File: src/rtl/cnnpr_pkg.sv
// cnnpr_pkg: shared FSM state type and bit-scan helpers for the sparse row streamer
package cnnpr_pkg;
  typedef enum logic [1:0] {IDLE, LOAD, EMIT, DONE} state_t;
  localparam int MAX_ROW_LEN = 64;
  function automatic int C_LOG_2(input int v);
    int r;
    r = 0;
    while ((1 << r) < v) r++;
    return r;
  endfunction
  function automatic int popcount(input logic [MAX_ROW_LEN-1:0] v);
    int n;
    n = 0;
    for (int i = 0; i < MAX_ROW_LEN; i++) n += int'(v[i]);
    return n;
  endfunction
  function automatic int lowest_set(input logic [MAX_ROW_LEN-1:0] v);
    int r;
    r = 0;
    for (int i = MAX_ROW_LEN - 1; i >= 0; i--) if (v[i]) r = i;
    return r;
  endfunction
endpackage

File: src/rtl/sparse_row_streamer_if.sv
// sparse_row_streamer_if: row write port, pass control and non-zero activation stream
// master drives wr_req/wr_flag/wr_data, start/pass_rows/rep_num and out_ready;
// slave (the streamer) drives wr_full, busy, pass_done and the out_* beat fields.
interface sparse_row_streamer_if #(
  parameter int DATA_WIDTH = 8,
  parameter int ROW_LEN = 16,
  parameter int REP_W = 2,
  parameter int ROW_CNT_W = 4
) ();
  localparam int IDX_W = cnnpr_pkg::C_LOG_2(ROW_LEN);
  logic wr_req;
  logic [ROW_LEN-1:0] wr_flag;
  logic [ROW_LEN*DATA_WIDTH-1:0] wr_data;
  logic wr_full;
  logic start;
  logic [ROW_CNT_W-1:0] pass_rows;
  logic [REP_W-1:0] rep_num;
  logic busy;
  logic pass_done;
  logic out_valid;
  logic out_ready;
  logic [DATA_WIDTH-1:0] out_data;
  logic [IDX_W-1:0] out_index;
  logic [ROW_CNT_W-1:0] out_row;
  logic [IDX_W:0] out_row_val_num;
  logic out_last;
  logic out_zero_flag;
  modport master (
    output wr_req, wr_flag, wr_data, start, pass_rows, rep_num, out_ready,
    input wr_full, busy, pass_done, out_valid, out_data, out_index, out_row, out_row_val_num, out_last, out_zero_flag
  );
  modport slave (
    input wr_req, wr_flag, wr_data, start, pass_rows, rep_num, out_ready,
    output wr_full, busy, pass_done, out_valid, out_data, out_index, out_row, out_row_val_num, out_last, out_zero_flag
  );
endinterface

File: src/rtl/row_fifo.sv
// row_fifo: DEPTH-entry synchronous FIFO with async reset and registered occupancy
// ports: push/din write side (dropped when full), pop/dout read side (dout shows head), full, empty.
module row_fifo import cnnpr_pkg::*; #(
  parameter int WIDTH = 8,
  parameter int DEPTH = 4
) (
  input  logic             clk,
  input  logic             reset,
  input  logic             push,
  input  logic [WIDTH-1:0] din,
  input  logic             pop,
  output logic [WIDTH-1:0] dout,
  output logic             full,
  output logic             empty
);
  localparam int AW = C_LOG_2(DEPTH);
  logic [WIDTH-1:0] mem [DEPTH];
  logic [AW-1:0] wr_ptr, rd_ptr;
  logic [AW:0] count;
  logic do_push, do_pop;
  assign full = count == (AW+1)'(DEPTH);
  assign empty = count == '0;
  assign do_push = push && !full;
  assign do_pop = pop && !empty;
  assign dout = mem[rd_ptr];
  always_ff @(posedge clk) if (do_push) mem[wr_ptr] <= din;
  always_ff @(posedge clk or posedge reset)
    if (reset) begin
      wr_ptr <= '0;
      rd_ptr <= '0;
      count <= '0;
    end else begin
      if (do_push) wr_ptr <= wr_ptr + 1'b1;
      if (do_pop) rd_ptr <= rd_ptr + 1'b1;
      count <= count + (AW+1)'(do_push) - (AW+1)'(do_pop);
    end
endmodule

File: src/rtl/sparse_row_streamer.sv
// sparse_row_streamer: buffers bitmap-compressed rows and streams their non-zero activations with replay
// ports: clk, reset (async, active-high), bus (slave modport: row write port, start/pass_rows/rep_num,
// busy/pass_done, out_* valid/ready stream). Define SPARSE_ZERO_ROW_BEAT_EN to emit a flagged beat per
// replay of an empty row; otherwise empty rows are skipped silently.
module sparse_row_streamer import cnnpr_pkg::*; #(
  parameter int DATA_WIDTH = 8,
  parameter int ROW_LEN = 16,
  parameter int DEPTH = 4,
  parameter int REP_W = 2,
  parameter int ROW_CNT_W = 4
) (
  input logic clk,
  input logic reset,
  sparse_row_streamer_if.slave bus
);
  localparam int IDX_W = C_LOG_2(ROW_LEN);
  localparam int EW = ROW_LEN * DATA_WIDTH;
`ifdef SPARSE_ZERO_ROW_BEAT_EN
  localparam bit ZERO_BEAT = 1'b1;
`else
  localparam bit ZERO_BEAT = 1'b0;
`endif
  state_t state;
  logic [ROW_LEN-1:0] cur_flag, mask, head_flag;
  logic [EW-1:0] cur_data, head_data;
  logic [IDX_W:0] val_num;
  logic [ROW_CNT_W-1:0] row_cnt, pass_rows_q;
  logic [REP_W-1:0] rep_cnt, rep_max;
  logic [IDX_W-1:0] idx;
  logic fifo_empty, pop, zero_row, hs;
  row_fifo #(.WIDTH(ROW_LEN + EW), .DEPTH(DEPTH)) u_fifo (
    .clk(clk),
    .reset(reset),
    .push(bus.wr_req),
    .din({bus.wr_flag, bus.wr_data}),
    .pop(pop),
    .dout({head_flag, head_data}),
    .full(bus.wr_full),
    .empty(fifo_empty)
  );
  assign pop = state == LOAD && !fifo_empty;
  assign zero_row = ZERO_BEAT && cur_flag == '0;
  assign idx = IDX_W'(lowest_set(MAX_ROW_LEN'(mask)));
  assign hs = bus.out_valid && bus.out_ready;
  assign bus.out_valid = state == EMIT;
  // mask & (mask-1) is zero exactly when at most one bit remains
  assign bus.out_last = bus.out_valid && (zero_row || (mask != '0 && (mask & (mask - 1'b1)) == '0));
  assign bus.out_zero_flag = bus.out_valid && zero_row;
  assign bus.out_data = bus.out_valid && !zero_row ? cur_data[idx*DATA_WIDTH +: DATA_WIDTH] : '0;
  assign bus.out_index = idx;
  assign bus.out_row = row_cnt;
  assign bus.out_row_val_num = val_num;
  always_ff @(posedge clk or posedge reset)
    if (reset) begin
      state <= IDLE;
      bus.busy <= 1'b0;
      bus.pass_done <= 1'b0;
      row_cnt <= '0;
      rep_cnt <= '0;
      pass_rows_q <= '0;
      rep_max <= '0;
      cur_flag <= '0;
      cur_data <= '0;
      mask <= '0;
      val_num <= '0;
    end else begin
      bus.pass_done <= 1'b0;
      case (state)
        // busy set while still IDLE marks the launch cycle before LOAD
        IDLE: if (bus.busy) state <= LOAD;
          else if (bus.start) begin
            bus.busy <= 1'b1;
            pass_rows_q <= bus.pass_rows;
            rep_max <= bus.rep_num == '0 ? '0 : bus.rep_num - 1'b1;
            row_cnt <= '0;
            rep_cnt <= '0;
          end
        LOAD: if (pop) begin
            cur_flag <= head_flag;
            cur_data <= head_data;
            mask <= head_flag;
            val_num <= (IDX_W+1)'(popcount(MAX_ROW_LEN'(head_flag)));
            if (!ZERO_BEAT && head_flag == '0) begin
              if (row_cnt == pass_rows_q) begin
                state <= DONE;
                bus.pass_done <= 1'b1;
              end else row_cnt <= row_cnt + 1'b1;
            end else state <= EMIT;
          end
        EMIT: if (hs) begin
            mask <= mask & (mask - 1'b1);
            if (bus.out_last) begin
              if (rep_cnt < rep_max) begin
                mask <= cur_flag;
                rep_cnt <= rep_cnt + 1'b1;
              end else if (row_cnt == pass_rows_q) begin
                state <= DONE;
                bus.pass_done <= 1'b1;
              end else begin
                row_cnt <= row_cnt + 1'b1;
                rep_cnt <= '0;
                state <= LOAD;
              end
            end
          end
        default: begin
          bus.busy <= 1'b0;
          state <= IDLE;
        end
      endcase
    end
endmodule

File: src/flat_wrapper.sv
// flat-port wrapper written by rule: the top's interface ports become plain ports
module sparse_row_streamer_flat import cnnpr_pkg::*;
#(
  parameter int DATA_WIDTH = 8,
  parameter int ROW_LEN = 16,
  parameter int DEPTH = 4,
  parameter int REP_W = 2,
  parameter int ROW_CNT_W = 4
)
  (clk, reset, bus_wr_req, bus_wr_flag, bus_wr_data, bus_start, bus_pass_rows, bus_rep_num, bus_out_ready, bus_wr_full, bus_busy, bus_pass_done, bus_out_valid, bus_out_data, bus_out_index, bus_out_row, bus_out_row_val_num, bus_out_last, bus_out_zero_flag);
  sparse_row_streamer_if #(.DATA_WIDTH(DATA_WIDTH), .ROW_LEN(ROW_LEN), .REP_W(REP_W), .ROW_CNT_W(ROW_CNT_W)) bus_i ();
  input logic clk;
  input logic reset;
  input wire logic [$bits(bus_i.wr_req)-1:0] bus_wr_req;
  input wire logic [$bits(bus_i.wr_flag)-1:0] bus_wr_flag;
  input wire logic [$bits(bus_i.wr_data)-1:0] bus_wr_data;
  input wire logic [$bits(bus_i.start)-1:0] bus_start;
  input wire logic [$bits(bus_i.pass_rows)-1:0] bus_pass_rows;
  input wire logic [$bits(bus_i.rep_num)-1:0] bus_rep_num;
  input wire logic [$bits(bus_i.out_ready)-1:0] bus_out_ready;
  output wire logic [$bits(bus_i.wr_full)-1:0] bus_wr_full;
  output wire logic [$bits(bus_i.busy)-1:0] bus_busy;
  output wire logic [$bits(bus_i.pass_done)-1:0] bus_pass_done;
  output wire logic [$bits(bus_i.out_valid)-1:0] bus_out_valid;
  output wire logic [$bits(bus_i.out_data)-1:0] bus_out_data;
  output wire logic [$bits(bus_i.out_index)-1:0] bus_out_index;
  output wire logic [$bits(bus_i.out_row)-1:0] bus_out_row;
  output wire logic [$bits(bus_i.out_row_val_num)-1:0] bus_out_row_val_num;
  output wire logic [$bits(bus_i.out_last)-1:0] bus_out_last;
  output wire logic [$bits(bus_i.out_zero_flag)-1:0] bus_out_zero_flag;
  assign bus_i.wr_req = bus_wr_req;
  assign bus_i.wr_flag = bus_wr_flag;
  assign bus_i.wr_data = bus_wr_data;
  assign bus_i.start = bus_start;
  assign bus_i.pass_rows = bus_pass_rows;
  assign bus_i.rep_num = bus_rep_num;
  assign bus_i.out_ready = bus_out_ready;
  assign bus_wr_full = bus_i.wr_full;
  assign bus_busy = bus_i.busy;
  assign bus_pass_done = bus_i.pass_done;
  assign bus_out_valid = bus_i.out_valid;
  assign bus_out_data = bus_i.out_data;
  assign bus_out_index = bus_i.out_index;
  assign bus_out_row = bus_i.out_row;
  assign bus_out_row_val_num = bus_i.out_row_val_num;
  assign bus_out_last = bus_i.out_last;
  assign bus_out_zero_flag = bus_i.out_zero_flag;
  sparse_row_streamer #(.DATA_WIDTH(DATA_WIDTH), .ROW_LEN(ROW_LEN), .DEPTH(DEPTH), .REP_W(REP_W), .ROW_CNT_W(ROW_CNT_W)) u_core (.clk(clk), .reset(reset), .bus(bus_i));
endmodule
File: config.mk
export PLATFORM = sky130hd
export DESIGN_NAME = sparse_row_streamer_flat
export DESIGN_NICKNAME = d
export VERILOG_FILES = /design/src/rtl/cnnpr_pkg.sv /design/src/rtl/sparse_row_streamer_if.sv /design/src/rtl/row_fifo.sv /design/src/rtl/sparse_row_streamer.sv /design/src/flat_wrapper.sv
export SDC_FILE = /design/constraint.sdc
export NUM_CORES = 1
export LEC_CHECK = 0
export ABC_AREA = 1
export CORE_MARGIN = 2
export CORE_UTILIZATION = 45
export DETAILED_ROUTE_END_ITERATION = 6
export PLACE_DENSITY_LB_ADDON = 0.2
export SETUP_SLACK_MARGIN = 0.1
export SLEW_MARGIN = 10
export SYNTH_ARGS = -nofsm -noshare
export SYNTH_HDL_FRONTEND = slang
export SYNTH_HIERARCHICAL = 1
export SYNTH_SLANG_ARGS = --single-unit
File: constraint.sdc
create_clock -name clk -period 17 [get_ports clk]
set_clock_uncertainty 0.05 [all_clocks]
set_input_delay 2.55 -clock clk [delete_from_list [all_inputs] [get_ports clk]]
set_output_delay 2.55 -clock clk [all_outputs]
set_load 0.03 [all_outputs]
==> metrics.md <==
| Metric | Value |
|---|---|
| Design area | `roughly 0.037 mm²` |
| CTS tree | `done` |
| RePlAce Congestion | `approximately 0.84` |
| Top FF cell, synth | `edfxtp_1` |
| Die width | `approximately 270 µm` |
| Mean area per synthesized cell | `slightly above 10 µm²` |
| Commonest non-fill, non-tap cells in the layout | `nand2_1 (1,040), edfxtp_1 (576), nor2_1 (335)` |
| Synth Area in Compound Gates | `6.40%` |
| # setup viols final | `0` |
| Simple logic cell fraction of the synthesized area | `19.0%` |
| Final nets | `between 3,000 and 4,000` |
| HP Class | `register to register` |
| CP delay by family, top | `simple AND/OR/NAND/NOR gates` |
| Detail Route Antenna Nets | `0` |
| Final hold vios | `0` |
| Xor/xnor share of the synthesized area | `less than 1%` |
| WS Path Type | `register to output pin` |
| Period utilization | `around 44%` |
| Multi-input gate area | `between 0.008 and 0.009 mm²` |
| Total track usage | `21.2%` |
| CTS root buffer | `clkbuf_16` |
| Drt first pass iters | `6` |
| Initial antenna violation count | `2` |
| CP max FO | `65` |
| Clk pin slew, worst setup/hold paths | `0.06 ns` |
| I/O Buffers | `180` |
| #FFs+latches synth | `roughly 760` |
| Total power | `7.35 mW` |
| Row count | `just under 100` |
| First-pass GRT wire length | `around 120,000 µm` |
| Number of DRC markers in iteration 0 | `1,825` |
| Unrepaired setup endpoints after global routing | `false` |
| Vias | `approximately 22,000` |
| Post-placement cell count | `between 4,000 and 5,000` |
| Slew @ Worst Pin | `1.07 ns` |
| Synth cell types | `between 40 and 50` |
| CP Launch Type | `register` |
| Initial Util | `45.4%` |
| Final count of pins violating max slew | `0` |
| Setup TNS | `0 ns` |
| Worst EP required | `14.40 ns` |
| Status | `completed` |
| Slew headroom | `~28%` |
| Layout Cells excl Fill | `approximately 4,300` |
| Post-CTS Repair Setup Buffers | `0` |
| Largest family of logic cells by synthesized area | `simple AND/OR/NAND/NOR gates` |
| Most common cell after layout, fill and taps aside | `nand2_1` |
| Buf/Inv on CP | `3` |
| Crit-path cells | `inv_1 -> nand2_1 -> nand2_1 -> nand2_1 -> nand2_1 -> nand2_1 -> nand2_1 -> nand2_1 -> nand2_1 -> nand2_1 -> nand2_1 -> nand2_1 -> nand2_1 -> nand2_1 -> nand2_2 -> nand2_4 -> clkinv_1 -> nand2_1 -> nand2_1 -> nor2_1 -> nor2_1 -> nor2_1 -> nor2_1 -> clkdlybuf4s50_1` |
| Pwr dens | `196 mW/mm²` |
| Critical path arrival | `approximately 5 ns` |
| P_leak | `between 15 and 20 nW` |
| Storage cell area | `0.0220 mm²` |
| Number of remaining DRC errors | `0` |
| Post-synthesis sequential area ratio | `67.9%` |
| Clock latency on the worst-skew pair | `slightly above 0.6 ns` |
| CP dominant cell by count | `nand2_1` |
| Synth area leaders | `edfxtp_1 (53%), dfrtp_1 (15%), nand2_1 (12%)` |
| VDD IR max | `between 200 and 250 µV` |
| Share of the synthesized area in the top cell type | `between 50% and 60%` |
| Post-CTS Hold Fix Bufs | `0` |
| DP HPWL | `48,600 µm` |
| Clock sinks | `between 700 and 800` |
| Gr ovfl total | `0` |
| Crit path max-delay cell type | `clkdlybuf4s50_1` |
| Die area | `~0.074 mm²` |
| Endpoint type of the worst setup path | `output pin` |
| Cell taking the most area after synthesis | `edfxtp_1` |
| Post-cts sizing count | `0` |
| Die height | `between 200 and 300 µm` |
| Cell count after synthesis | `about 3,200` |
| Ports | `roughly 180` |
| Highest cell delay on the worst timing path | `approximately 0.78 ns` |
| Syn-to-layout area delta | `15.7%` |
| Adder-cell share of the synthesized area | `between 1 and 1.5%` |
| Yosys Warn Count | `6` |
| Share of cells above drive strength 1 | `5.26%` |
| Max Buffers Root-to-Sink | `3` |
| Ys async rst share | `about 25%` |
| WL final | `78,200 µm` |
| Core area | `0.0714 mm²` |
| Minimum clock period | `7.47 ns` |
| Largest net degree at the start of global routing | `approximately 140` |
| Placement Cell Area | `around 0.035 mm²` |
| Worst hold slack | `around 0.43 ns` |
| Routed WL per cell | `~18 µm` |
| Routed via count divided by cell count | `between 5 and 6` |
| Vias in the first global route | `between 20,000 and 25,000` |
| Htree depth | `3` |
| Post-synth EDFFs | `576` |
| CTS Buf Count | `between 80 and 90` |
| Mapped cell area | `between 0.03 and 0.04 mm²` |
| Fill cell count | `about 6,200` |
| Post-synthesis mux area share | `0%` |
| Max Cap Viol | `0` |
| Peak Freq | `roughly 0.13 GHz` |
| Syn nets | `3,337` |
-- cells by family (layout without fill, tap and decap cells) --
logic type / Yosys count / after routing
fa+ha+maj: 29 / 29
other cells: 1 / 2
flops: 764 / 764
simple gates: 1567 / 1567
xor+xnor: 6 / 6
buf+inv: 391 / 585
compound gates: 395 / 395
-- where the power goes --
group | leakage (nW) | internal (mW) | switching [mW]
clock | 1.27 | 1.01 | 0.721
sequential | 7.63 | 2.53 | 0.249
combinational | 6.54 | 0.887 | 1.95
total | 15.4 | 4.43 | 2.92
-- sequential cells by signal, summed over array words and instances (netlist names) --
signal,cells
u_core/cur_data,128
u_core/state,2
u_core/cur_flag,16
u_core/mask,16
u_core/u_fifo/mem,576
u_core/rep_max,2
u_core/u_fifo/count,3
u_core/bus.out_row_val_num,5
u_core/pass_rows_q,4
u_core/bus.pass_done,1
u_core/rep_cnt,2
u_core/u_fifo/rd_ptr,2
u_core/bus.busy,1
u_core/bus.out_row,4
u_core/u_fifo/wr_ptr,2
-- area by class of cell --
type / instances / area share [%]
clock buffers: 105 / 5.87
well taps: 950 / 3.17
diodes: 1 / 0.00668
inverters: 230 / 2.36
repair buffers: 205 / 5.34
multi-input cells: 1998 / 23.5
flip-flops and latches: 764 / 58.7
clock inverters: 45 / 1.09
-- through the flow --
step,worst slack (ns),utilization [%]
finish,9.53,52.5
global route,8.98,52.5
CTS,9.51,52.5
detailed placement,10.22,48.9
global placement,10.24,48.9
floorplan,7.62,-
-- metal layers --
metal	part of all wire, %	GRT usage [%]
met5	0	0
met4	2.0	5.23
met3	5.3	4.12
met1	44	28.5
met2	49	35.6
-- synthesized netlist by cell type, drive strengths merged, types with 2 or more instances --
library cell / count
clkinv: 2
buf: 87
clkbuf: 74
xnor2: 6
o211ai: 6
a21boi: 6
nand2: 1046
o21ai: 318
ha: 18
nand4: 5
nor4: 3
fa: 11
a22oi: 3
o31ai: 4
dfrtp: 188
inv: 228
nand3: 160
o21a: 3
nand3b: 2
nor2: 345
nor3: 5
a21oi: 48
a32oi: 2
edfxtp: 576
-- worst reg2reg max path, stage by stage, from the launching register on --
cell	delay, ns
dfrtp_4	0.86
buf_4	0.81
nor2_1	0.15
nor2_1	0.10
o21ai_0	0.09
nand2_1	0.18
inv_1	0.14
fa_1	0.60
fa_1	0.45
fa_1	0.51
fa_1	0.41
inv_1	0.06
ha_1	0.16
inv_1	0.06
fa_1	0.43
nor2_1	0.17
nor2_1	0.07
a22o_1	0.21
-- path summary, 6_finish.rpt --
| check | slack, ns | from | end | cells past startpoint |
|---|---|---|---|---|
| worst max-delay path | 9.53 | u_core/mask[14] | bus_out_data[5] | 24 |
| worst min-delay path | 0.43 | u_core/cur_data[72] | u_core/cur_data[72] | 2 |
| worst max register to register | 11.36 | u_core/u_fifo/rd_ptr[0] | u_core/bus.out_row_val_num[2] | 17 |
| worst min register to register | 0.43 | u_core/cur_data[72] | u_core/cur_data[72] | 2 |
| max in group asynchronous | 12.91 | reset | u_core/cur_data[45] | 3 |
| min in group asynchronous | 2.33 | reset | u_core/u_fifo/wr_ptr[1] | 2 |
(Power assumes the default switching activity.)
